===== config.mk =====
export PLATFORM = sky130hd
export DESIGN_NAME = knight_motion
export DESIGN_NICKNAME = d
export VERILOG_FILES = /design/src/rtl/hk_pkg.sv /design/src/rtl/frame_tick_sync.sv /design/src/rtl/knight_motion.sv
export SDC_FILE = /design/constraint.sdc
export NUM_CORES = 1
export LEC_CHECK = 0
export ABC_CLOCK_PERIOD_IN_PS = 4100
export BUFFER_PORTS_ARGS = -buffer_cell sky130_fd_sc_hd__buf_2
export CORE_MARGIN = 3
export CORE_UTILIZATION = 40
export DETAILED_ROUTE_END_ITERATION = 10
export GPL_TIMING_DRIVEN = 0
export SYNTH_ARGS = -nofsm -noshare
export SYNTH_HDL_FRONTEND = slang
export SYNTH_SLANG_ARGS = --single-unit

===== constraint.sdc =====
create_clock -name Clk -period 4.1 [get_ports Clk]
set_input_delay 0 -clock Clk [delete_from_list [all_inputs] [get_ports Clk]]
set_output_delay 0 -clock Clk [all_outputs]
set_load 0.01 [all_outputs]

===== src/rtl/hk_pkg.sv =====
// Shared constants and types for the knight motion engine: USB HID keycodes,
// the motion state encoding and the screen geometry.
package hk_pkg;

    localparam logic [7:0] KEY_A     = 8'h04;
    localparam logic [7:0] KEY_D     = 8'h07;
    localparam logic [7:0] KEY_W     = 8'h1A;
    localparam logic [7:0] KEY_SPACE = 8'h2C;

    localparam int SCREEN_W = 640;
    localparam int SCREEN_H = 480;

    typedef enum logic [1:0] {
        GROUND = 2'd0,
        RISE   = 2'd1,
        FALL   = 2'd2
    } motion_state_t;

endpackage


===== src/rtl/frame_tick_sync.sv =====
// Brings the VGA vsync into the Clk domain and turns each rising edge into a
// single-cycle registered tick. The tick is registered so the motion state
// updates a fixed three Clk edges after frame_clk is first sampled high.
module frame_tick_sync (
    input  logic Clk,
    input  logic Reset_n,
    input  logic async_in,
    output logic tick
);

    logic r_sync1;
    logic r_sync2;
    logic r_sync3;
    logic r_tick;

    // Two-flop synchroniser, one delay flop for edge detect, registered tick
    always_ff @(posedge Clk or negedge Reset_n) begin
        if (!Reset_n) begin
            r_sync1 <= 1'b0;
            r_sync2 <= 1'b0;
            r_sync3 <= 1'b0;
            r_tick  <= 1'b0;
        end else begin
            r_sync1 <= async_in;
            r_sync2 <= r_sync1;
            r_sync3 <= r_sync2;
            r_tick  <= r_sync2 & ~r_sync3;
        end
    end

    assign tick = r_tick;

endmodule


===== src/rtl/knight_motion.sv =====
// Per-frame motion engine for the player knight: horizontal walking with
// screen-edge clamping and a ground/rise/fall jump state machine, all
// advanced once per synchronised video-frame tick.
module knight_motion
    import hk_pkg::*;
#(
    parameter int X_START  = 320,
    parameter int Y_GROUND = 400,
    parameter int X_MIN    = 0,
    parameter int X_MAX    = SCREEN_W - 1,
    parameter int Y_MIN    = 0,
    parameter int SIZE_X   = 32,
    parameter int SIZE_Y   = 48,
    parameter int STEP_X   = 2,
    parameter int JUMP_V   = 12,
    parameter int GRAVITY  = 1,
    parameter int MAX_FALL = 12
) (
    input  logic       Clk,
    input  logic       Reset_n,
    input  logic       frame_clk,
    input  logic [7:0] keycode0,
    input  logic [7:0] keycode1,
    output logic [9:0] KnightX,
    output logic [9:0] KnightY,
    output logic [9:0] Knight_sizeX,
    output logic [9:0] Knight_sizeY,
    output logic       facing_left,
    output logic       airborne
);

    // Signed 11-bit bounds so comparisons against sums that may go negative
    // behave correctly at the left and top screen edges.
    localparam logic signed [10:0] X_LO_S     = 11'(X_MIN + SIZE_X / 2);
    localparam logic signed [10:0] X_HI_S     = 11'(X_MAX - SIZE_X / 2);
    localparam logic signed [10:0] Y_TOP_S    = 11'(Y_MIN + SIZE_Y / 2);
    localparam logic signed [10:0] Y_GROUND_S = 11'(Y_GROUND);
    localparam logic signed [5:0]  VEL_TAKEOFF = 6'(-JUMP_V);
    localparam logic signed [5:0]  VEL_GRAV    = 6'(GRAVITY);
    localparam logic signed [5:0]  VEL_MAX     = 6'(MAX_FALL);

    logic w_tick;

    frame_tick_sync u_tick (
        .Clk      (Clk),
        .Reset_n  (Reset_n),
        .async_in (frame_clk),
        .tick     (w_tick)
    );

    logic [9:0]          r_x;
    logic [9:0]          r_y;
    logic signed [5:0]   r_vel;
    motion_state_t       r_state;
    logic                r_facing;
    logic                r_armed;

    logic [9:0]          w_x_next;
    logic [9:0]          w_y_next;
    logic signed [5:0]   w_vel_next;
    motion_state_t       w_state_next;
    logic                w_facing_next;
    logic                w_armed_next;

    logic                w_key_a;
    logic                w_key_d;
    logic                w_jump;
    logic signed [10:0]  w_x_sum;
    logic signed [10:0]  w_ny;
    logic signed [5:0]   w_vel_inc;

    assign w_key_a = (keycode0 == KEY_A) || (keycode1 == KEY_A);
    assign w_key_d = (keycode0 == KEY_D) || (keycode1 == KEY_D);
    assign w_jump  = (keycode0 == KEY_W) || (keycode1 == KEY_W) ||
                     (keycode0 == KEY_SPACE) || (keycode1 == KEY_SPACE);

    assign w_ny      = $signed({1'b0, r_y}) + $signed({{5{r_vel[5]}}, r_vel});
    assign w_vel_inc = r_vel + VEL_GRAV;

    // Next-state: walking/clamping, jump arming and the vertical state machine
    always_comb begin
        w_x_next      = r_x;
        w_y_next      = r_y;
        w_vel_next    = r_vel;
        w_state_next  = r_state;
        w_facing_next = r_facing;
        w_armed_next  = r_armed;
        w_x_sum       = $signed({1'b0, r_x});

        // Walking applies in every state; A and D together cancel out
        if (w_key_d && !w_key_a) begin
            w_x_sum       = $signed({1'b0, r_x}) + 11'(STEP_X);
            w_facing_next = 1'b0;
        end else if (w_key_a && !w_key_d) begin
            w_x_sum       = $signed({1'b0, r_x}) - 11'(STEP_X);
            w_facing_next = 1'b1;
        end

        if (w_x_sum < X_LO_S) begin
            w_x_next = X_LO_S[9:0];
        end else if (w_x_sum > X_HI_S) begin
            w_x_next = X_HI_S[9:0];
        end else begin
            w_x_next = w_x_sum[9:0];
        end

        // Releasing the jump key re-arms; take-off below disarms
        if (!w_jump) begin
            w_armed_next = 1'b1;
        end

        case (r_state)
            GROUND: begin
                if (w_jump && r_armed) begin
                    w_vel_next   = VEL_TAKEOFF;
                    w_y_next     = 10'(Y_GROUND - JUMP_V);
                    w_state_next = RISE;
                    w_armed_next = 1'b0;
                end else begin
                    w_y_next = Y_GROUND_S[9:0];
                end
            end
            RISE: begin
                if (w_ny < Y_TOP_S) begin
                    w_y_next     = Y_TOP_S[9:0];
                    w_vel_next   = '0;
                    w_state_next = FALL;
                end else begin
                    w_y_next   = w_ny[9:0];
                    w_vel_next = w_vel_inc;
                    if (!w_vel_inc[5]) begin
                        w_state_next = FALL;
                    end
                end
            end
            FALL: begin
                // Landing tick never takes off, even with an armed jump held
                if (w_ny >= Y_GROUND_S) begin
                    w_y_next     = Y_GROUND_S[9:0];
                    w_vel_next   = '0;
                    w_state_next = GROUND;
                end else begin
                    w_y_next   = w_ny[9:0];
                    w_vel_next = (w_vel_inc > VEL_MAX) ? VEL_MAX : w_vel_inc;
                end
            end
            default: begin
                w_state_next = GROUND;
                w_y_next     = Y_GROUND_S[9:0];
                w_vel_next   = '0;
            end
        endcase
    end

    // Motion state registers, advanced only on the frame tick
    always_ff @(posedge Clk or negedge Reset_n) begin
        if (!Reset_n) begin
            r_x      <= 10'(X_START);
            r_y      <= 10'(Y_GROUND);
            r_vel    <= '0;
            r_state  <= GROUND;
            r_facing <= 1'b0;
            r_armed  <= 1'b1;
        end else if (w_tick) begin
            r_x      <= w_x_next;
            r_y      <= w_y_next;
            r_vel    <= w_vel_next;
            r_state  <= w_state_next;
            r_facing <= w_facing_next;
            r_armed  <= w_armed_next;
        end
    end

    assign KnightX      = r_x;
    assign KnightY      = r_y;
    assign Knight_sizeX = 10'(SIZE_X);
    assign Knight_sizeY = 10'(SIZE_Y);
    assign facing_left  = r_facing;
    assign airborne     = (r_state == RISE) || (r_state == FALL);

endmodule

* Yosys cells after proc, flatten, opt, wreduce, memory -nomap -nowiden *
Cells that the tools add are included.

word-level totals
  output and inout port bits = 42
  logic and storage cells = 73
  input port bits = 19
  bits in registers = 34

cells by class
  multiplexer cells = 23
  reductions and logical operators = 16
  order comparisons = 5
  bitwise gates (word level) = 2
  equal/unequal tests = 13
  $add $sub $neg = 4

operators by type and width
  operator                                                              count
  2-to-1 mux 10 bit                                                     4
  equality test 8 x 3 -> 1 bit (second input constant)                  4
  case mux 10 bit (3 select lines)                                      1
  2-to-1 mux 6 bit                                                      4
  < comparator 11 x 6 -> 1 bit (second input constant)                  2
  2-to-1 mux 11 bit                                                     2
  case mux 6 bit (3 select lines)                                       1
  equality test 8 x 5 -> 1 bit (second input constant)                  2
  equality test 8 x 6 -> 1 bit (second input constant)                  2
  adder 10 x 2 -> 11 bit (second input constant)                        1
  adder 11 x 6 -> 11 bit                                                1
  greater-or-equal comparator 11 x 10 -> 1 bit (second input constant)  1
  > comparator 11 bit (second input constant)                           1
  subtractor 10 x 2 -> 11 bit (second input constant)                   1
  2-to-1 mux 2 bit                                                      4
  adder 6 x 2 -> 6 bit (second input constant)                          1
  > comparator 6 x 5 -> 1 bit (second input constant)                   1
  logical OR 1 bit                                                      6
  case mux 2 bit (3 select lines)                                       1
  2-to-1 mux 1 bit                                                      5
  2-to-1 mux 5 bit                                                      1
  inequality test 2 bit (second input constant)                         2
  AND reduction 2 bit                                                   2
  AND reduction 4 bit                                                   1
  other kinds (9)                                                       12

* Depth between registers and ports, before layout *
Gate-level depths: netlist of run 1.

  depth in word-level cells = 9
  depth in mapped cells = 14
  depth with buffers taken out = 14

* Cells and area by module *
A second synthesis of run 1 with hierarchy kept.

unflattened totals
  cells, all modules = 314
  area, all modules = 2852.7 um2

by module, submodules not included
  module           area an instance (um2)  seq. area each (um2)  cells an instance  times used
  knight_motion    2738.9                  758.2                 309                1
  frame_tick_sync  113.9                   100.1                 5                  1

* Worst setup path before layout of run 1 *
No wires, ideal clock.

  path type = register to register
  start = reg r_y[0] (netlist: KnightY[0])
  end = reg r_vel[2]
  buffers on the path = 0
  data required time = 3974 ps
  cell stages (with the launch flop) = 11
  arrival time = 2844 ps
  library setup time = 126 ps
  setup slack = 1129 ps
  period minus slack after synthesis = 2971 ps
  path through = dfrtp_1 > ha_1 > fa_1 > a211oi_2 > o21ai_0 > xnor2_1 > o2111ai_1 > o31ai_4 > o211ai_2 > a32o_1 > a311o_1

between the ends
  longest elaborated chain between the ends = 4
  elaborated cells between the ends (all ways) = 6
  classes of those cells = add/sub (1); order compare (2); mux (3)

ends and longest elaborated chain
  item                                                                                          line                                        source
  start: declaration                                                                            knight_motion.sv:52                         logic [9:0] r_y;
  start signal: assignment                                                                      knight_motion.sv:159                        r_y <= 10'(Y_GROUND);
  start signal: assignment                                                                      knight_motion.sv:166                        r_y <= w_y_next;
  adder 11 x 6 -> 11 bit *                                                                      knight_motion.sv:77                         assign w_ny = $signed({1'b0, r_y}) + $signed({{5{r_vel[5]}}, r_vel});
  greater-or-equal comparator 11 x 10 -> 1 bit or < comparator 11 x 6 -> 1 bit (tied branches)  knight_motion.sv:138, knight_motion.sv:124
  2-to-1 mux 6 bit (on tied branches)                                                           knight_motion.sv:138, knight_motion.sv:124
  case mux 6 bit (3 select lines) *                                                             knight_motion.sv:112                        case (r_state)
  end signal: assignment                                                                        knight_motion.sv:167                        r_vel <= w_vel_next;
  end: declaration                                                                              knight_motion.sv:53                         logic signed [5:0] r_vel;

Mark *: on every way between the ends. The rest lies on a longest branch, timed or not.
A chain may end at the register's enable or synchronous reset.

* Worst setup path in the final report of run 1 *
  start = reg r_vel[0]
  end = reg r_vel[2]

between the ends
  longest elaborated chain between the ends = 5
  elaborated cells between the ends (all ways) = 9
  classes of those cells = add/sub (2); order compare (3); mux (4)

ends and longest elaborated chain
  item                                                                            line
  parallel branches: the longest is 4 deep, another holds adder 11 x 6 -> 11 bit  n/a
  case mux 6 bit (3 select lines) *                                               knight_motion.sv:112

Every way passes the cells marked *.

==> impl_metrics.py, run 1 <==
metrics = {
    "status": {
        "status": "complete, no violations",
    },
    "flow_run": {
        "maxCapViolCount": 0,
    },
    "yosys": {
        "synth_area_sq_um": 2950,
        "synth_common_cells": "28 x dfrtp_1, 28 x nand2_1, 26 x o21ai_0",
        "ys_seq_area_share_pct": 29.1,
        "synth_area_leaders": "dfrtp_1 24%, ha_1 8.5%, dfstp_2 5.3%, buf_4 5.1%, o21ai_0 4.4%",
        "synth_cells": 333,
        "synth_top_area_cell": "dfrtp_1",
        "synth_ff_type": "dfrtp_1",
        "ys_seq_elements": 34,
        "synth_cell_types": 72,
        "netlist.area_leader.share_pct": 23.7,
        "ys_warn_count": 0,
        "syn_area_per_cell_sq_um": 8.86,
        "synthArstFlopShare_pct": 100,
        "synth_edf_count": 0,
    },
    "place": {
        "port-buffer-count": 40,
        "gp_congestion": 0.842,
        "pre_cts_slack_ps": 686,
        "dp_cells": 487,
        "hpwl_um": 5400,
    },
    "route": {
        "drt-total-wl_um": 6960,
        "num_vias": 2688,
        "viasPerCell": 5.42,
        "drt-initial-drc-count": 142,
        "ant_nets": 0,
        "post-route-drc-count": 0,
        "wl_per_cell_um": 14.0,
        "first_pass_iters": 6,
    },
    "clock_tree": {
        "cts_made_buffers": 5,
        "holdBufCountCts": 2,
        "cts_setup_buffers": 0,
        "clk_latency_ps": 280,
        "root_buffer": "clkbuf_8",
        "clkTransAtPathRegs_ps": 60,
        "cts-htree-levels": 2,
        "cts.sinks": 34,
        "clock_path_buffers": 2,
        "cts_tree": "built",
        "ctsResizeCount": 0,
    },
    "global_routing": {
        "grt_util_all_layers_pct": 16.5,
        "grt_pass1_wl_um": 11400,
        "grt_overflow_total": 0,
        "grt_max_degree": 35,
        "first_global_vias": 2397,
        "antenna_found_initial": 0,
    },
    "sta": {
        "fin_worst_skew_ps": 5.87,
        "drv_slew": 0,
        "setup_slack_ps": 650,
        "hold_violations": 0,
        "min_period_ps": 3450,
        "finalSetupViolations": 0,
        "worst_pin_slew_ps": 784,
        "fin_tns_setup_ps": 0,
        "fmax_ghz": 0.290,
        "relSlewSlack_pct": 47.7,
        "grt_setup_unrepaired": "no",
        "fin_crit_sh_pct": 84.1,
    },
    "final_layout": {
        "fillCellCount": 719,
        "n_antenna_cell": 0,
        "instances_no_fill": 496,
        "fin_nets": 440,
        "drive_above_1_share_pct": 23.0,
        "syn_to_final_growth_pct": 16.7,
    },
    "die": {
        "die_area_sq_um": 8450,
        "core_sq_um": 6980,
        "io_pins": 61,
        "placementRows": 30,
        "die_y_um": 91.9,
        "start_util_pct": 42.3,
        "fp.dieW_um": 91.9,
    },
    "pwr": {
        "p_per_area_nw_per_um2": 431,
        "worst_ir_drop_vdd_mv": 0.184,
        "p_leak_nw": 1.59,
    },
    "setup_path": {
        "critPathKind": "register to register",
        "arrival_ps": 3610,
        "critPathCaptureType": "register",
        "critPathLaunchType": "register",
        "critical_path_required_ps": 4260,
        "cp_max_fo": 7,
    },
    "hold_path": {
        "hp-class": "input port to register",
    },
}
-- layout by cell type, fill, tap and decap left out, drive strengths merged, types with 4 or more instances in the layout --
cell,netlist,layout
a211oi,4,4
nor2b,6,6
inv,23,23
dfstp,6,6
buf,23,63
o21a,4,4
dfrtp,28,28
o21ai,28,28
nor4bb,4,4
a21o,5,5
nor3,10,10
a31oi,4,4
nand3,8,8
o31ai,7,7
o22ai,5,5
nand2,28,28
a22o,6,6
o211ai,8,8
ha,20,20
clkbuf,3,10
xor2,5,5
xnor2,6,6
conb,2,20
a21oi,15,15
nor2,15,15
-- registers in the layout, indices dropped and copies added, names as in the netlist --
signal	cells
u_tick.r_sync2	1
u_tick.r_sync3	1
u_tick.r_sync1	1
r_vel	6
KnightX	10
r_armed	1
facing_left	1
u_tick.tick	1
r_state	2
KnightY	10
-- logic make-up after synthesis --
| family | Yosys count | synth area share (%) |
|---|---|---|
| AO/OA/AOI/OAI | 113 | 29.5 |
| XOR/XNOR | 11 | 3.26 |
| adder cells (fa/ha/maj) | 21 | 9.16 |
| buffers and inverters | 49 | 8.86 |
| flip-flops | 34 | 29.1 |
| multiplexers | 5 | 1.91 |
| other | 2 | 0.254 |
| AND/OR/NAND/NOR | 98 | 18.0 |
-- final cells by class --
cell class | instances | area [sq um] | area share (%)
well taps | 96 | 120 | 3.49
inverters | 23 | 86.3 | 2.51
flip-flops and latches | 34 | 858 | 24.9
clock buffers | 7 | 86.3 | 2.51
multi-input cells | 268 | 1900 | 55.1
plain buffers | 26 | 175 | 5.08
repair buffers | 42 | 220 | 6.39
-- path summary, 6_finish.rpt --
kind	start	to	slack, ps	depth (start not counted)
worst max-delay path	r_vel[0]	r_vel[2]	650	10
worst max register to register	r_vel[0]	r_vel[2]	650	10
max in group asynchronous	Reset_n	r_vel[0]	3260	2
min in group asynchronous	Reset_n	KnightX[2]	340	2
worst min register to register	u_tick.r_sync1	u_tick.r_sync2	350	0
worst min-delay path	keycode1[6]	r_armed	170	5
-- critical path, cell delays in order (launching register included) --
cell,delay (ps)
dfrtp_1,460
ha_1,260
fa_1,440
a211oi_2,330
o21ai_0,150
xnor2_1,320
o2111ai_1,260
o31ai_4,350
o211ai_2,230
a32o_1,260
a311o_1,270
-- metal layers --
metal,track usage [%],wire (um)
met5,0,0
met1,23.5,3370
met2,25.6,3150
met4,4.46,64
met3,2.79,373
-- metrics by stage --
stage                     hold WS, ps  utilization [%]  cell area (sq um)  power (mW)
final                             174             49.4               3450        1.49
after global routing              253             49.4               3450        1.61
after CTS                         167             49.4               3450        1.50
after detailed placement          110             47.8               3340        1.24
after global placement            109             47.8               3340        1.23
after floorplan                  -296                -               3020        1.03
-- power breakdown --
| group | internal [mW] | switching, mW |
|---|---|---|
| Sequential | 0.418 | 0.0815 |
| Clock | 0.133 | 0.114 |
| Combinational | 0.298 | 0.441 |
Power figures use the tool's default switching activity.
==> run 2, diff against run 1 <==
Settings changed: ABC_CLOCK_PERIOD_IN_PS 4100 to 3300.
Clock period 4.1 ns to 3.3 ns, I/O delays scaled along.
==> impl_metrics.py, run 2 (same netlist as run 1, synthesis figures left out) <==
metrics = {
    "die": {
        "die_y_um": 91.9,
        "io_pins": 61,
        "placementRows": 30,
        "core_sq_um": 6980,
        "die_area_sq_um": 8450,
        "fp.dieW_um": 91.9,
        "start_util_pct": 42.3,
    },
    "pwr": {
        "p_leak_nw": 1.65,
        "p_per_area_nw_per_um2": 549,
        "p_int_mw": 1.14,
        "p_comb_share_pct": 52.9,
        "p_sw_uw": 839,
        "pwr-share-seq_pct": 31.5,
        "finalPower_mw": 1.98,
        "worst_ir_drop_vdd_mv": 0.267,
        "clkPwrFrac_pct": 15.5,
        "swShare_pct": 42.4,
    },
    "final_layout": {
        "postLayoutCoreUtil_pct": 51.6,
        "fin_nets": 452,
        "syn_to_final_growth_pct": 22.0,
        "mostFrequentLayoutCell": "buf_2",
        "final_cell_mix": "42 x buf_2, 32 x buf_4, 28 x nand2_1, 26 x dfrtp_1, 25 x o21ai_0",
        "drive_above_1_share_pct": 27.4,
        "stdcell_area_sq_um": 3600,
        "n_antenna_cell": 0,
        "fillCellCount": 709,
    },
    "setup_path": {
        "worstPathCellList": "ha_2 -> fa_2 -> a211oi_4 -> o211a_1 -> o21ai_0 -> a211o_1 -> o21ai_2 -> nor3b_4 -> mux2_4",
        "critical_path_required_ps": 3470,
        "cp_top_family": "compound AO/OA/AOI/OAI gates",
        "arrival_ps": 3350,
        "critPathKind": "register to register",
        "cp_max_fo": 7,
        "cpMaxStageDelayCell": "dfrtp_2",
        "critPathLaunchType": "register",
        "worst-path-buf-inv": 0,
        "critical_path.max_stage_delay_ps": 460,
        "critPathCaptureType": "register",
    },
    "global_routing": {
        "first_global_vias": 2435,
        "grt_overflow_total": 0,
        "grt_util_all_layers_pct": 16.7,
        "antenna_found_initial": 0,
        "grt_pass1_wl_um": 11500,
        "grt_max_degree": 35,
    },
    "sta": {
        "drv_slew": 0,
        "finalSetupViolations": 0,
        "worst_pin_slew_ps": 789,
        "fin_crit_sh_pct": 96.2,
        "fmax_ghz": 0.315,
        "grt_setup_unrepaired": "yes",
        "hold_violations": 0,
        "setup_slack_ps": 124,
        "relSlewSlack_pct": 47.4,
        "fin_worst_skew_ps": 6.62,
        "holdWs_ps": 173,
        "min_period_ps": 3180,
    },
    "place": {
        "hpwl_um": 5400,
        "pre_cts_slack_ps": -114,
        "gp_congestion": 0.842,
        "placedInstanceArea_sq_um": 3340,
        "port-buffer-count": 40,
    },
    "clock_tree": {
        "cts.sinks": 34,
        "cts_tree": "built",
        "cts_made_buffers": 5,
        "clock_path_buffers": 2,
        "clkTransAtPathRegs_ps": 70,
        "root_buffer": "clkbuf_8",
        "clk_latency_ps": 280,
        "cts-htree-levels": 2,
    },
    "route": {
        "drt-total-wl_um": 7190,
        "viasPerCell": 5.34,
        "drt-initial-drc-count": 154,
        "post-route-drc-count": 0,
        "first_pass_iters": 4,
        "num_vias": 2713,
        "ant_nets": 0,
        "wl_per_cell_um": 14.2,
    },
    "hold_path": {
        "hp-class": "input port to register",
    },
    "flow_run": {
        "maxCapViolCount": 0,
    },
    "status": {
        "status": "complete, no violations",
    },
}
run 2: cell types whose count changed in the layout (fill, tap and decap cells not counted), sizes merged:
| cell | before | now |
|---|---|---|
| buf | 63 | 75 |
run 2: power groups by stage:
| stage | logic, mW | registers (mW) | clock network [mW] |
|---|---|---|---|
| after floorplan | 0.653 | 0.629 | 0 |
| after global placement | 0.899 | 0.624 | 0 |
| after detailed placement | 0.911 | 0.627 | 0 |
| after CTS | 0.961 | 0.620 | 0.320 |
| after global routing | 1.16 | 0.635 | 0.338 |
| final | 1.05 | 0.623 | 0.307 |
run 2: metrics by stage:
step           TNS (ps)  instances
2_1_floorplan         0        351
3_5_place_dp       -305        487
5_1_grt           -55.9        508
4_1_cts          -0.673        504
6_report              0        508
3_3_place_gp       -201        487
run 2: path summary, 6_finish.rpt:
path | startpoint | end | slack [ps] | cells past startpoint
min in group asynchronous | Reset_n | KnightX[2] | 340 | 2
setup / recovery | r_vel[0] | r_state[0] | 120 | 9
hold reg to reg | u_tick.r_sync1 | u_tick.r_sync2 | 350 | 0
max in group asynchronous | Reset_n | r_vel[0] | 2400 | 2
hold / removal | keycode1[6] | r_armed | 170 | 5
setup reg to reg | r_vel[0] | r_state[0] | 120 | 9
run 2: worst min-delay path, delay by kind of cell:
kind,cells,cell delay [ps]
AOI/OAI and AO/OA,2,210
buffers and inverters,1,90
and+or+nand+nor,2,110
run 2: timing repair:
item,in CTS,in global routing
setup buffers,8,4
setup endpoints to repair,7,17
resized for setup,2,12
hold buffers,2,0
pin swaps,4,6
endpoints found under the hold margin,29,0
run 2: area by class of cell:
| cell class | count | area, sq um | area share, % |
|---|---|---|---|
| Tap cell | 96 | 120 | 3.34 |
| Buffer | 26 | 175 | 4.86 |
| Multi-Input combinational cell | 268 | 1960 | 54.5 |
| Clock buffer | 7 | 86.3 | 2.40 |
| Timing Repair Buffer | 54 | 310 | 8.62 |
| Inverter | 23 | 86.3 | 2.40 |
| Sequential cell | 34 | 861 | 23.9 |
run 2: per-layer routing:
metal	GRT usage, %	part of all wire, %	up-vias
met1	23.8	48	1263
met4	4.70	0.93	0
li1	-	-	1360
met5	0	0	-
met3	2.79	5.8	7
met2	25.9	46	83
==> run 3, diff against run 2 <==
Settings changed: ABC_AREA set to 1.
==> impl_metrics.py, run 3 <==
metrics = {
    "clock_tree": {
        "cts_tree": "built",
        "holdBufCountCts": 2,
        "root_buffer": "clkbuf_8",
        "clock_path_buffers": 2,
        "cts_setup_buffers": 0,
        "clk_latency_ps": 300,
        "cts_made_buffers": 5,
        "clkTransAtPathRegs_ps": 80,
        "cts-htree-levels": 2,
        "cts.sinks": 34,
        "ctsResizeCount": 0,
    },
    "route": {
        "wl_per_cell_um": 12.0,
        "ant_nets": 0,
        "viasPerCell": 4.79,
        "wl_met3_um": 334,
        "first_pass_iters": 4,
        "route.met2.wl_um": 3400,
        "drt-total-wl_um": 7410,
        "drt-initial-drc-count": 163,
        "m1WireLength_um": 3620,
        "num_vias": 2947,
        "post-route-drc-count": 0,
        "top_layer": "met4",
    },
    "flow_run": {
        "maxCapViolCount": 0,
    },
    "setup_path": {
        "r2r_setup_slack_ps": 570,
        "cp_top_family": "simple AND/OR/NAND/NOR gates",
        "critPathCaptureType": "register",
        "arrival_ps": 2910,
        "critical_path_required_ps": 3480,
        "r2r_cells": 13,
        "rr_endpoint": "r_vel[2]",
        "critical_path.max_stage_delay_ps": 480,
        "r2r_start": "r_vel[0]",
        "worst-path-buf-inv": 0,
        "cp_max_fo": 9,
        "cpMaxStageDelayCell": "dfrtp_1",
        "critPathKind": "register to register",
        "worstPathCellList": "ha_1 -> fa_1 -> nand2_1 -> nand2_1 -> nand2_1 -> xor2_1 -> nor2_1 -> nor2_1 -> nand3_1 -> nand3_2 -> nand2_4 -> nand3_1 -> nand3_1",
        "critPathLaunchType": "register",
    },
    "sta": {
        "grt_setup_unrepaired": "no",
        "relSlewSlack_pct": 44.4,
        "fin_tns_setup_ps": 0,
        "finalSetupViolations": 0,
        "fmax_ghz": 0.366,
        "drv_slew": 0,
        "hold_violations": 0,
        "fin_worst_skew_ps": 15.0,
        "holdWs_ps": 112,
        "min_period_ps": 2730,
        "worst_pin_slew_ps": 834,
        "fin_crit_sh_pct": 82.7,
    },
    "die": {
        "io_pins": 61,
        "fp.dieW_um": 93.8,
        "die_area_sq_um": 8790,
        "start_util_pct": 41.8,
        "die_y_um": 93.8,
        "placementRows": 31,
        "core_sq_um": 7370,
    },
    "yosys": {
        "synth_edf_count": 0,
        "synth_cell_types": 45,
        "synth_area_leaders": "dfrtp_1 23%, nand2_1 16%, ha_1 8.1%, nand3_1 7.5%, inv_1 6.5%",
        "ys_warn_count": 0,
        "synth_most_common_cell": "nand2_1",
        "synth_top_area_cell": "dfrtp_1",
        "synth_common_cells": "128 x nand2_1, 53 x inv_1, 46 x nand3_1",
        "ys_seq_elements": 34,
        "synth_area_sq_um": 3080,
        "synth_ff_type": "dfrtp_1",
        "synthArstFlopShare_pct": 100,
        "ys_seq_area_share_pct": 27.9,
        "netlist.area_leader.share_pct": 22.7,
        "synth_cells": 448,
        "syn_area_per_cell_sq_um": 6.88,
    },
    "final_layout": {
        "final_cell_mix": "128 x nand2_1, 53 x inv_1, 46 x nand3_1, 40 x buf_2, 39 x nor2_1",
        "instances_no_fill": 615,
        "fin_nets": 555,
        "stdcell_area_sq_um": 3630,
        "n_antenna_cell": 0,
        "regArea_sq_um": 858,
        "syn_to_final_growth_pct": 17.8,
        "multi_input_area_sq_um": 1880,
        "fillCellCount": 773,
        "mostFrequentLayoutCell": "nand2_1",
        "drive_above_1_share_pct": 19.8,
    },
    "pwr": {
        "p_leak_nw": 2.04,
        "p_per_area_nw_per_um2": 759,
        "worst_ir_drop_vdd_mv": 0.335,
    },
    "place": {
        "gp_congestion": 0.895,
        "port-buffer-count": 40,
        "placedInstanceArea_sq_um": 3470,
        "dp_cells": 605,
        "hpwl_um": 5790,
    },
    "hold_path": {
        "hp-start": "keycode1[6]",
        "whs_endpoint": "r_armed",
        "hp-class": "input port to register",
        "holdPathStages": 5,
    },
    "status": {
        "status": "complete, no violations",
    },
    "global_routing": {
        "grt_util_all_layers_pct": 17.8,
        "first_global_vias": 2712,
        "antenna_found_initial": 0,
        "grt_max_degree": 35,
        "grt_overflow_total": 0,
        "grt_pass1_wl_um": 12700,
    },
}
run 3: worst max path at each step:
stage / startpoint / to / slack (ps) / depth (start not counted)
2_1_floorplan: KnightY[0] / r_vel[2] / 1040 / 14
3_3_place_gp: r_vel[0] / r_vel[2] / 620 / 13
3_5_place_dp: r_vel[0] / r_vel[2] / 610 / 13
4_1_cts: r_vel[0] / r_vel[2] / 590 / 13
5_1_grt: r_vel[0] / r_vel[2] / 350 / 14
6_report: r_vel[0] / r_vel[2] / 570 / 13
run 3: final cells by class:
class / instances / share of cell area (%)
plain buffers: 25 / 4.86
clock buffers: 5 / 1.90
clock inverters: 3 / 1.90
inverters: 60 / 6.34
multi-input cells: 347 / 51.9
flip-flops and latches: 34 / 23.6
well taps: 99 / 3.41
repair buffers: 42 / 6.07
run 3: kinds of logic after synthesis:
logic type	Yosys count	share of synthesized area, %
AO/OA/AOI/OAI	40	7.47
XOR/XNOR	13	4.55
adder cells (fa/ha/maj)	21	8.77
buffers and inverters	85	13.2
flip-flops	34	27.9
other	2	0.244
AND/OR/NAND/NOR	253	37.9
run 3: worst reg2reg max path, stage by stage, from the launching register on:
cell and delay, ps:
dfrtp_1 480, ha_1 250, fa_1 410, nand2_1 90, nand2_1 80, nand2_1 80, xor2_1 330, nor2_1 90
nor2_1 90, nand3_1 250, nand3_2 180, nand2_4 110, nand3_1 90, nand3_1 80
run 3: routing by layer:
metal,up-vias,global-route usage (%)
met1,1342,25.0
met4,0,3.01
met3,10,2.96
met2,65,29.0
li1,1530,-
met5,-,0
run 3: metrics by stage:
stage	utilization [%]	power, mW	setup WS, ps
3_3_place_gp	47.1	2.24	620
5_1_grt	49.3	3.03	354
3_5_place_dp	47.1	2.27	605
2_1_floorplan	-	1.86	1040
4_1_cts	49.3	2.76	586
6_report	49.3	2.75	570
run 3: where the power goes:
| group | internal (mW) | switching, mW |
|---|---|---|
| combinational | 0.534 | 0.966 |
| sequential | 0.582 | 0.187 |
| clock | 0.303 | 0.182 |
| total | 1.42 | 1.34 |
